File: src/rtl/gpu_pkg.sv
// Shared GPU core types: pipeline state encoding and warp scheduler constants.
package gpu_pkg;

    typedef enum logic [2:0] {
        IDLE    = 3'd0,
        FETCH   = 3'd1,
        DECODE  = 3'd2,
        REQUEST = 3'd3,
        WAIT    = 3'd4,
        EXECUTE = 3'd5,
        UPDATE  = 3'd6
    } core_state_t;

    localparam int WARP_SCHED_CNT_W = 32;

    // Performance counters stick at all-ones instead of wrapping.
    function automatic logic [WARP_SCHED_CNT_W-1:0] sat_inc(input logic [WARP_SCHED_CNT_W-1:0] v);
        return (&v) ? v : v + 1'b1;
    endfunction

endpackage

File: src/rtl/rr_next_warp.sv
// Round-robin picker: first unfinished warp after cur_warp, wrapping, with cur_warp itself considered last.
module rr_next_warp #(
    parameter int NUM_WARPS = 4,
    parameter int WARP_W    = 2
) (
    input  logic [NUM_WARPS-1:0] warp_done,
    input  logic [WARP_W-1:0]    cur_warp,
    output logic [WARP_W-1:0]    next_warp,
    output logic                 any_left
);

    int idx;

    // Scanning from the farthest offset down lets the nearest candidate win.
    always_comb begin
        next_warp = cur_warp;
        any_left  = 1'b0;
        idx       = 0;
        for (int k = NUM_WARPS; k >= 1; k--) begin
            idx = (int'(cur_warp) + k) % NUM_WARPS;
            if (!warp_done[idx[WARP_W-1:0]]) begin
                next_warp = idx[WARP_W-1:0];
                any_left  = 1'b1;
            end
        end
    end

endmodule

File: src/rtl/warp_scheduler.sv
// Multi-warp core scheduler: per-warp PCs, round-robin switching after each instruction, divergence flag.
// Define WARP_SCHED_PERF_EN to build the saturating cycle/instruction counters; otherwise they read 0.
module warp_scheduler
    import gpu_pkg::*;
#(
    parameter int ADDR_WIDTH       = 8,
    parameter int THREADS_PER_WARP = 4,
    parameter int NUM_WARPS        = 4,
    localparam int WARP_W          = (NUM_WARPS > 1) ? $clog2(NUM_WARPS) : 1
) (
    input  logic                        clk,
    input  logic                        rst,
    input  logic                        start,
    input  logic [WARP_W:0]             warp_count,
    input  logic [THREADS_PER_WARP-1:0] thread_mask,
    input  logic                        fetch_done,
    input  logic                        mem_read_en,
    input  logic                        mem_write_en,
    input  logic                        is_ret,
    input  logic [THREADS_PER_WARP-1:0] lsu_done,
    input  logic [ADDR_WIDTH-1:0]       next_pc [THREADS_PER_WARP],
    output core_state_t                 core_state,
    output logic [ADDR_WIDTH-1:0]       current_pc,
    output logic [WARP_W-1:0]           current_warp,
    output logic [NUM_WARPS-1:0]        warp_done,
    output logic                        diverged,
    output logic                        done,
    output logic [WARP_SCHED_CNT_W-1:0] cycle_count,
    output logic [WARP_SCHED_CNT_W-1:0] instr_count
);

    localparam int TIDX_W = (THREADS_PER_WARP > 1) ? $clog2(THREADS_PER_WARP) : 1;

    core_state_t           state_q, state_d;
    logic [ADDR_WIDTH-1:0] pc_q [NUM_WARPS];
    logic [ADDR_WIDTH-1:0] pc_d [NUM_WARPS];
    logic [WARP_W-1:0]     cur_q, cur_d;
    logic [NUM_WARPS-1:0]  warp_done_q, warp_done_d, done_after_upd;
    logic                  diverged_q, diverged_d;
    logic                  done_q, done_d;

    logic [TIDX_W-1:0]     lead;
    logic [ADDR_WIDTH-1:0] lead_pc;
    logic                  any_diff;
    logic                  lsu_ok;
    logic [WARP_W-1:0]     rr_next;
    logic                  rr_any;
    int                    eff_count;

    // Lowest active thread leads the warp; an empty mask falls back to thread 0.
    always_comb begin
        lead = '0;
        for (int i = THREADS_PER_WARP - 1; i >= 0; i--) begin
            if (thread_mask[i]) begin
                lead = TIDX_W'(i);
            end
        end
        lead_pc  = next_pc[lead];
        any_diff = 1'b0;
        for (int i = 0; i < THREADS_PER_WARP; i++) begin
            if (thread_mask[i] && (next_pc[i] != lead_pc)) begin
                any_diff = 1'b1;
            end
        end
        lsu_ok         = &(lsu_done | ~thread_mask);
        done_after_upd = warp_done_q;
        if (is_ret) begin
            done_after_upd[cur_q] = 1'b1;
        end
    end

    always_comb begin
        if (warp_count == '0) begin
            eff_count = 1;
        end else if (int'(warp_count) > NUM_WARPS) begin
            eff_count = NUM_WARPS;
        end else begin
            eff_count = int'(warp_count);
        end
    end

    rr_next_warp #(
        .NUM_WARPS (NUM_WARPS),
        .WARP_W    (WARP_W)
    ) u_rr (
        .warp_done (done_after_upd),
        .cur_warp  (cur_q),
        .next_warp (rr_next),
        .any_left  (rr_any)
    );

    always_comb begin
        state_d     = state_q;
        pc_d        = pc_q;
        cur_d       = cur_q;
        warp_done_d = warp_done_q;
        diverged_d  = diverged_q;
        done_d      = done_q;
        case (state_q)
            IDLE: begin
                if (start) begin
                    for (int i = 0; i < NUM_WARPS; i++) begin
                        pc_d[i]        = '0;
                        warp_done_d[i] = (i >= eff_count);
                    end
                    cur_d      = '0;
                    done_d     = 1'b0;
                    diverged_d = 1'b0;
                    state_d    = FETCH;
                end
            end
            FETCH:   if (fetch_done) state_d = DECODE;
            DECODE:  state_d = REQUEST;
            REQUEST: state_d = (mem_read_en || mem_write_en) ? WAIT : EXECUTE;
            WAIT:    if (lsu_ok) state_d = EXECUTE;
            EXECUTE: state_d = UPDATE;
            UPDATE: begin
                if (!is_ret) begin
                    pc_d[cur_q] = lead_pc;
                end
                warp_done_d = done_after_upd;
                if (any_diff) begin
                    diverged_d = 1'b1;
                end
                if (rr_any) begin
                    cur_d   = rr_next;
                    state_d = FETCH;
                end else begin
                    done_d  = 1'b1;
                    state_d = IDLE;
                end
            end
            default: state_d = IDLE;
        endcase
    end

    always_ff @(posedge clk) begin
        if (rst) begin
            state_q <= IDLE;
            for (int i = 0; i < NUM_WARPS; i++) begin
                pc_q[i] <= '0;
            end
            cur_q       <= '0;
            warp_done_q <= '0;
            diverged_q  <= 1'b0;
            done_q      <= 1'b0;
        end else begin
            state_q     <= state_d;
            pc_q        <= pc_d;
            cur_q       <= cur_d;
            warp_done_q <= warp_done_d;
            diverged_q  <= diverged_d;
            done_q      <= done_d;
        end
    end

    assign core_state   = state_q;
    assign current_pc   = pc_q[cur_q];
    assign current_warp = cur_q;
    assign warp_done    = warp_done_q;
    assign diverged     = diverged_q;
    assign done         = done_q;

`ifdef WARP_SCHED_PERF_EN
    logic [WARP_SCHED_CNT_W-1:0] cycle_q, cycle_d;
    logic [WARP_SCHED_CNT_W-1:0] instr_q, instr_d;

    // Counters restart with each accepted kernel launch.
    always_comb begin
        cycle_d = cycle_q;
        instr_d = instr_q;
        if (state_q == IDLE && start) begin
            cycle_d = '0;
            instr_d = '0;
        end else begin
            if (state_q != IDLE) cycle_d = sat_inc(cycle_q);
            if (state_q == UPDATE) instr_d = sat_inc(instr_q);
        end
    end

    always_ff @(posedge clk) begin
        if (rst) begin
            cycle_q <= '0;
            instr_q <= '0;
        end else begin
            cycle_q <= cycle_d;
            instr_q <= instr_d;
        end
    end

    assign cycle_count = cycle_q;
    assign instr_count = instr_q;
`else
    assign cycle_count = '0;
    assign instr_count = '0;
`endif

endmodule

File: config.mk
export PLATFORM = sky130hd
export DESIGN_NAME = warp_scheduler
export DESIGN_NICKNAME = d
export VERILOG_FILES = /design/src/rtl/gpu_pkg.sv /design/src/rtl/rr_next_warp.sv /design/src/rtl/warp_scheduler.sv
export SDC_FILE = /design/constraint.sdc
export NUM_CORES = 1
export LEC_CHECK = 0
export ABC_AREA = 1
export CAP_MARGIN = 25
export CORE_MARGIN = 4
export CORE_UTILIZATION = 41
export DETAILED_ROUTE_END_ITERATION = 12
export PLACE_DENSITY_LB_ADDON = 0.25
export RECOVER_POWER = 25
export SETUP_SLACK_MARGIN = 0.15
export SLEW_MARGIN = 20
export SYNTH_ARGS = -nofsm -noshare
export SYNTH_HDL_FRONTEND = slang
export SYNTH_SLANG_ARGS = --single-unit
File: constraint.sdc
create_clock -name clk -period 2.35 [get_ports clk]
set_clock_uncertainty 0.1 [all_clocks]
set_input_delay 0.235 -clock clk [delete_from_list [all_inputs] [get_ports clk]]
set_output_delay 0.235 -clock clk [all_outputs]
set_load 0.05 [all_outputs]
* Word level (Yosys, flattened, before mapping)
Cells that the tools add are included.
** Storage, ports and cells
- Output and inout bits :: 83
- Word-level logic and storage cells :: 124
- Register bits :: 43
- Input port bits :: 50
** Cells by class
- Bitwise logic cells :: 5
- Equal/unequal tests :: 18
- $add $sub $neg :: 4
- Order comparisons :: 14
- Reduce and logical (&&, ||, !) cells :: 17
- Muxes and demuxes :: 57
** Operators by type and width (number)
- $ge 3x32->1 const A :: 2
- $mux 32 :: 2
- $pmux 32 s2 :: 1
- $mux 8 :: 5
- $bmux 8 s2 :: 2
- $bwmux 32 :: 1
- $ge 1x32->1 const A :: 1
- $ge 2x32->1 const A :: 1
- $ne 8x8->1 :: 4
- $pmux 3 s7 :: 1
- $mux 2 :: 10
- $mux 1 :: 18
- $demux 8 s2 :: 1
- $lt 2x3->1 const B :: 5
- $mux 3 :: 5
- $ne 2x2->1 const B :: 7
- $reduce_and 3->1 :: 4
- $eq 3x3->1 const B :: 3
- $bmux 1 s2 :: 4
- $mux 4 :: 2
- $or 4x4->4 :: 2
- $pmux 4 s2 :: 1
- $reduce_and 4->1 :: 2
- $eq 3x2->1 const B :: 2
- 18 further kinds :: 29

* Longest topological paths before layout
- Word-level depth :: 16
- Depth in mapped cells :: 18
- Mapped depth without buffers :: 17

* By module
Synthesis repeated with hierarchy kept, for this count alone.
** Unflattened totals
- Cells, all modules :: 625
- Area, all modules :: 3781.1 µm²
** By module, submodules not included
- warp_scheduler :: seq. area each 860.8 µm², times used 1, cells each 580, area an instance 3560.9 µm²
- rr_next_warp :: seq. area each 0.0 µm², times used 1, cells each 45, area an instance 220.2 µm²

* Worst setup path after synthesis
OpenSTA, ideal clock, no wires.
- Path type :: register to register
- From :: register cur_q[0] (netlist: current_warp[0])
- To :: register cur_q[1] (netlist: current_warp[1])
- Stages on the path, launching flop included :: 16
- Path buffers :: 2
- Arrival time :: 2589 ps
- Setup time :: 128 ps
- Setup slack :: -467 ps
- Clock period less this slack :: 2817 ps
- Required time :: 2122 ps
- Cells stage by stage :: dfxtp_1 > inv_1 > clkbuf_1 > clkbuf_1 > ha_1 > a21oi_1 > o21ai_0 > or2_2 > nand2_1 > inv_1 > nand2_1 > nor2_1 > nor2_1 > nand2_1 > o21ai_0 > nor2_1
** On the way
- Cells in the longest elaborated chain, start to end :: 14
- Elaborated cells between the ends (all ways) :: 32
- Those cells by class :: add/sub (4); order compare (2); eq/ne (2); mux (21); bitwise (1); reduce/logical (2)
** Ends and longest elaborated chain
- from (decl) :: RTL line warp_scheduler.sv:37 : logic [WARP_W-1:0] cur_q, cur_d;
- from (signal assigned) :: RTL line warp_scheduler.sv:150 : cur_q <= cur_d;
- $lt 2x3->1 (implied by the code) / $ge 2x1->1 (equally long branches) :: RTL line warp_scheduler.sv:68 : done_after_upd[cur_q] = 1'b1;
- $logic_and 1x1->1 (implied by the code) :: RTL line warp_scheduler.sv:68
- $mux 1 (implied by the code) :: RTL line warp_scheduler.sv:68
- $demux 1 s2 :: RTL line warp_scheduler.sv:68
- $or 4x4->4 (no source line)
- $mux 4 :: RTL line warp_scheduler.sv:67 : if (is_ret) begin
- $bmux 1 s2 :: RTL line rr_next_warp.sv:21 : if (!warp_done[idx[WARP_W-1:0]]) begin
- $mux 1 (implied by the code) :: RTL line rr_next_warp.sv:21
- $mux 1 (4 in a row) :: RTL line rr_next_warp.sv:21
- $ne 2x2->1 (no source line)
- $reduce_and 4->1 (no source line)
Several ways; a longest one is shown, not always the timed one. The select of a mux whose other input is x is not followed.
A chain may end at the register's enable or synchronous reset.

* Worst setup path after layout
- From :: register cur_q[1] (netlist: current_warp[1])
- To :: output port current_pc[2]
** On the way
- Cells in the longest elaborated chain, start to end :: 4
** Ends and longest elaborated chain
- $not 2->3 (implied by the code) :: RTL line warp_scheduler.sv:158 : assign current_pc = pc_q[cur_q];
- $bmux 8 s2 :: RTL line warp_scheduler.sv:158
- $mux 8 (implied by the code) (2 in a row) :: RTL line warp_scheduler.sv:158
- to (decl) :: RTL line warp_scheduler.sv:23 : output logic [ADDR_WIDTH-1:0] current_pc,
No other way between the ends. The select of a mux whose other input is x is not followed.

==> flow_summary_export.csv <==
group,metric,value,unit
outcome,status,"finished clean",
layout,fillCellCount,854,
layout,synthToLayoutAreaGrowth,23.9,%
sta,rsz0062_at_grt,"true",
drt,finalWirelength,9.79,mm
power,p_leak,2.15,nW
sta,finalMaxSlewViolations,0,
sta,slew_headroom,59.8,%
sta,period_minus_slack,2070,ps
global_route,overflow,0,
layout,seqCellArea,868,sq um
global_route,grt_pass1_wl,15.6,mm
drt,num_vias,3843,
logic_synthesis,yosysMostFrequentCell,"nand2_1",
drt,wl_per_cell,12.4,um
layout,multi_input_area,0.00223,sq mm
clocking,htreeDepth,2,
logic_synthesis,async_reset_ff_share,0,%
clocking,hold_buffers,0,
setup_path,cp-end-kind,"primary output",
die,fp.dieW,102,um
sta,hold_violations,0,
clocking,numCtsBuffers,5,
sta,fmax,483,MHz
global_route,antenna_found_initial,0,
logic_synthesis,synth_top_cell_by_area,"dfxtp_1",
logic_synthesis,synth.top_cell.area_share,23.8,%
logic_synthesis,ys_ff_latch,43,
drt,dr.pass1.iters,5,
placement,place_worst_setup_slack,-15.4,ps
layout,utilization,53.4,%
drt,ant_nets,0,
clocking,cts-root-buf,"clkbuf_8",
sta,setup-violations-final,0,
placement,dpl-instance-area,0.00433,sq mm
logic_synthesis,yosysUniqueCellTypes,31,
die,row_count,33,
logic_synthesis,seq_area_frac_synth,23.8,%
global_route,first_global_vias,3465,
hold_path,hold_path_class,"register to register",
layout,drive_above_1_share,15.0,%
setup_path,required,2020,ps
global_route,grt_usage,18.3,%
placement,place_congestion,0.906,
drt,drc,0,
clocking,cts.clk_slew.worst_paths,100,ps
logic_synthesis,synth.area.top_cells,"dfxtp_1, nand2_1, buf_4, nand3_1, inv_1",
power,power.density,565,mW/mm^2
logic_synthesis,ys_top_cells_by_count,"nand2_1, buf_4, inv_1",
setup_path,cp_max_fo,9,
drt,via_per_inst,4.88,
layout,nNetsFinal,735,
clocking,cts_tree,"built",
job,cap_violations,0,
die,fp.dieH,102,um
clocking,cts.sinks,43,
die,die_area,0.0104,sq mm
layout,design_area,0.00447,sq mm
drt,drt-initial-drc-count,163,
placement,io_buffer_count,68,
die,initial_utilization,43.1,%
logic_synthesis,synth_warnings,0,
logic_synthesis,syn_inst,592,
setup_path,worstPathArrival,1740,ps
sta,worstMarginPinSlew,605,ps
die,core-area,0.00838,sq mm
logic_synthesis,synthFlopType,"dfxtp_1",
power,vdd_drop_max,249,uV
placement,dpl.hpwl,7.71,mm
logic_synthesis,synth-edff-count,0,
clocking,clk_path_buf_depth,2,
sta,period_share,88.2,%
logic_synthesis,avgSynthCellArea,6.10,sq um
layout,diodes,0,
global_route,grt_max_degree,33,
setup_path,crit_path_start_kind,"register",
logic_synthesis,syn_area,0.00361,sq mm
die,ios,133,
setup_path,path_class,"register to primary output",
sta,setup_ws,278,ps
clocking,clk_latency,300,ps
[sequential cells by signal, summed over array words and instances (netlist names)]
name and flops:
done 1, current_warp 2, warp_done 4, pc_q 32, core_state 3, diverged 1
[kinds of logic (layout without fill, tap and decap cells)]
group	count (synthesis)	count (layout)	synth area share (%)
simple gates	312	312	39.1
buf+inv	146	173	22.4
compound gates	86	86	13.1
flops	43	43	23.8
fa+ha+maj	4	4	1.39
other cells	1	64	0.104
[cell usage in the layout, fill, tap and decap left out]
master	instances
clkbuf_1	3
o21ai_2	4
nor3_1	7
o31ai_1	1
inv_2	6
conb_1	64
nand2_2	12
dfxtp_4	2
inv_1	57
dlygate4sd3_1	6
o21bai_2	2
nor2_1	41
buf_4	35
nand2_1	173
or2_2	1
o21ai_1	5
nor2_4	1
clkdlybuf4s50_1	54
ha_4	1
ha_2	2
nand3_2	12
nor3_4	2
o22ai_2	1
a21oi_1	35
nand2_4	3
dfxtp_1	41
ha_1	1
inv_4	2
a211oi_1	1
clkbuf_8	5
a21oi_2	2
nor2_2	4
inv_6	4
o211ai_1	1
buf_12	1
o22ai_1	10
nand3_1	56
a31oi_1	2
o21ai_0	22
[metrics by stage]
step / instances / setup TNS (ps) / hold WS [ps] / power (W)
3_5_place_dp: 775 / -15.4 / 352 / 0.00201
6_report: 787 / 0 / 363 / 0.00253
5_1_grt: 787 / 0 / 375 / 0.00268
2_1_floorplan: 655 / 0 / 315 / 0.00174
3_3_place_gp: 775 / 0 / 346 / 0.00199
4_1_cts: 786 / 0 / 367 / 0.00253
[timing repair]
item                                    CTS  global route
resized for setup                         1            10
buffers inserted                          3             1
gates cloned                              0             0
endpoints found under the setup margin    3             5
pin swaps                                 0             2
[path summary, 6_finish.rpt]
check / from / to / slack [ps] / depth (start not counted)
max: current_warp[1] / current_pc[2] / 280 / 5
min: pc_q[8] / pc_q[8] / 360 / 2
max reg2reg: current_warp[1] / current_warp[1] / 320 / 13
min reg2reg: pc_q[8] / pc_q[8] / 360 / 2
[area by class of cell]
| class | count | area share [%] |
|---|---|---|
| Multi-Input combinational cell | 466 | 49.8 |
| Timing Repair Buffer | 99 | 20.0 |
| Inverter | 66 | 5.76 |
| Clock buffer | 5 | 1.54 |
| Tap cell | 105 | 2.94 |
| Sequential cell | 43 | 19.4 |
| Clock inverter | 3 | 0.587 |
[report_power, final]
group          switching [W]  internal [W]
clock               0.000292      0.000221
sequential         0.0000250      0.000747
combinational       0.000865      0.000377
total                0.00118       0.00134
[critical path, stage by stage (launching register included)]
cell and delay (ps):
dfxtp_4 390, buf_4 120, buf_4 150, o21ai_0 90, o22ai_1 190, clkbuf_1 490
[metal layers]
layer / vias to the layer above / GRT usage, % / routed length [um]
met5: - / 0 / 0
met4: 0 / 5.85 / 175
met3: 10 / 3.14 / 686
met2: 136 / 32.2 / 4830
met1: 1760 / 22.8 / 4100
li1: 1937 / - / -
Power figures use the tool's default switching activity.
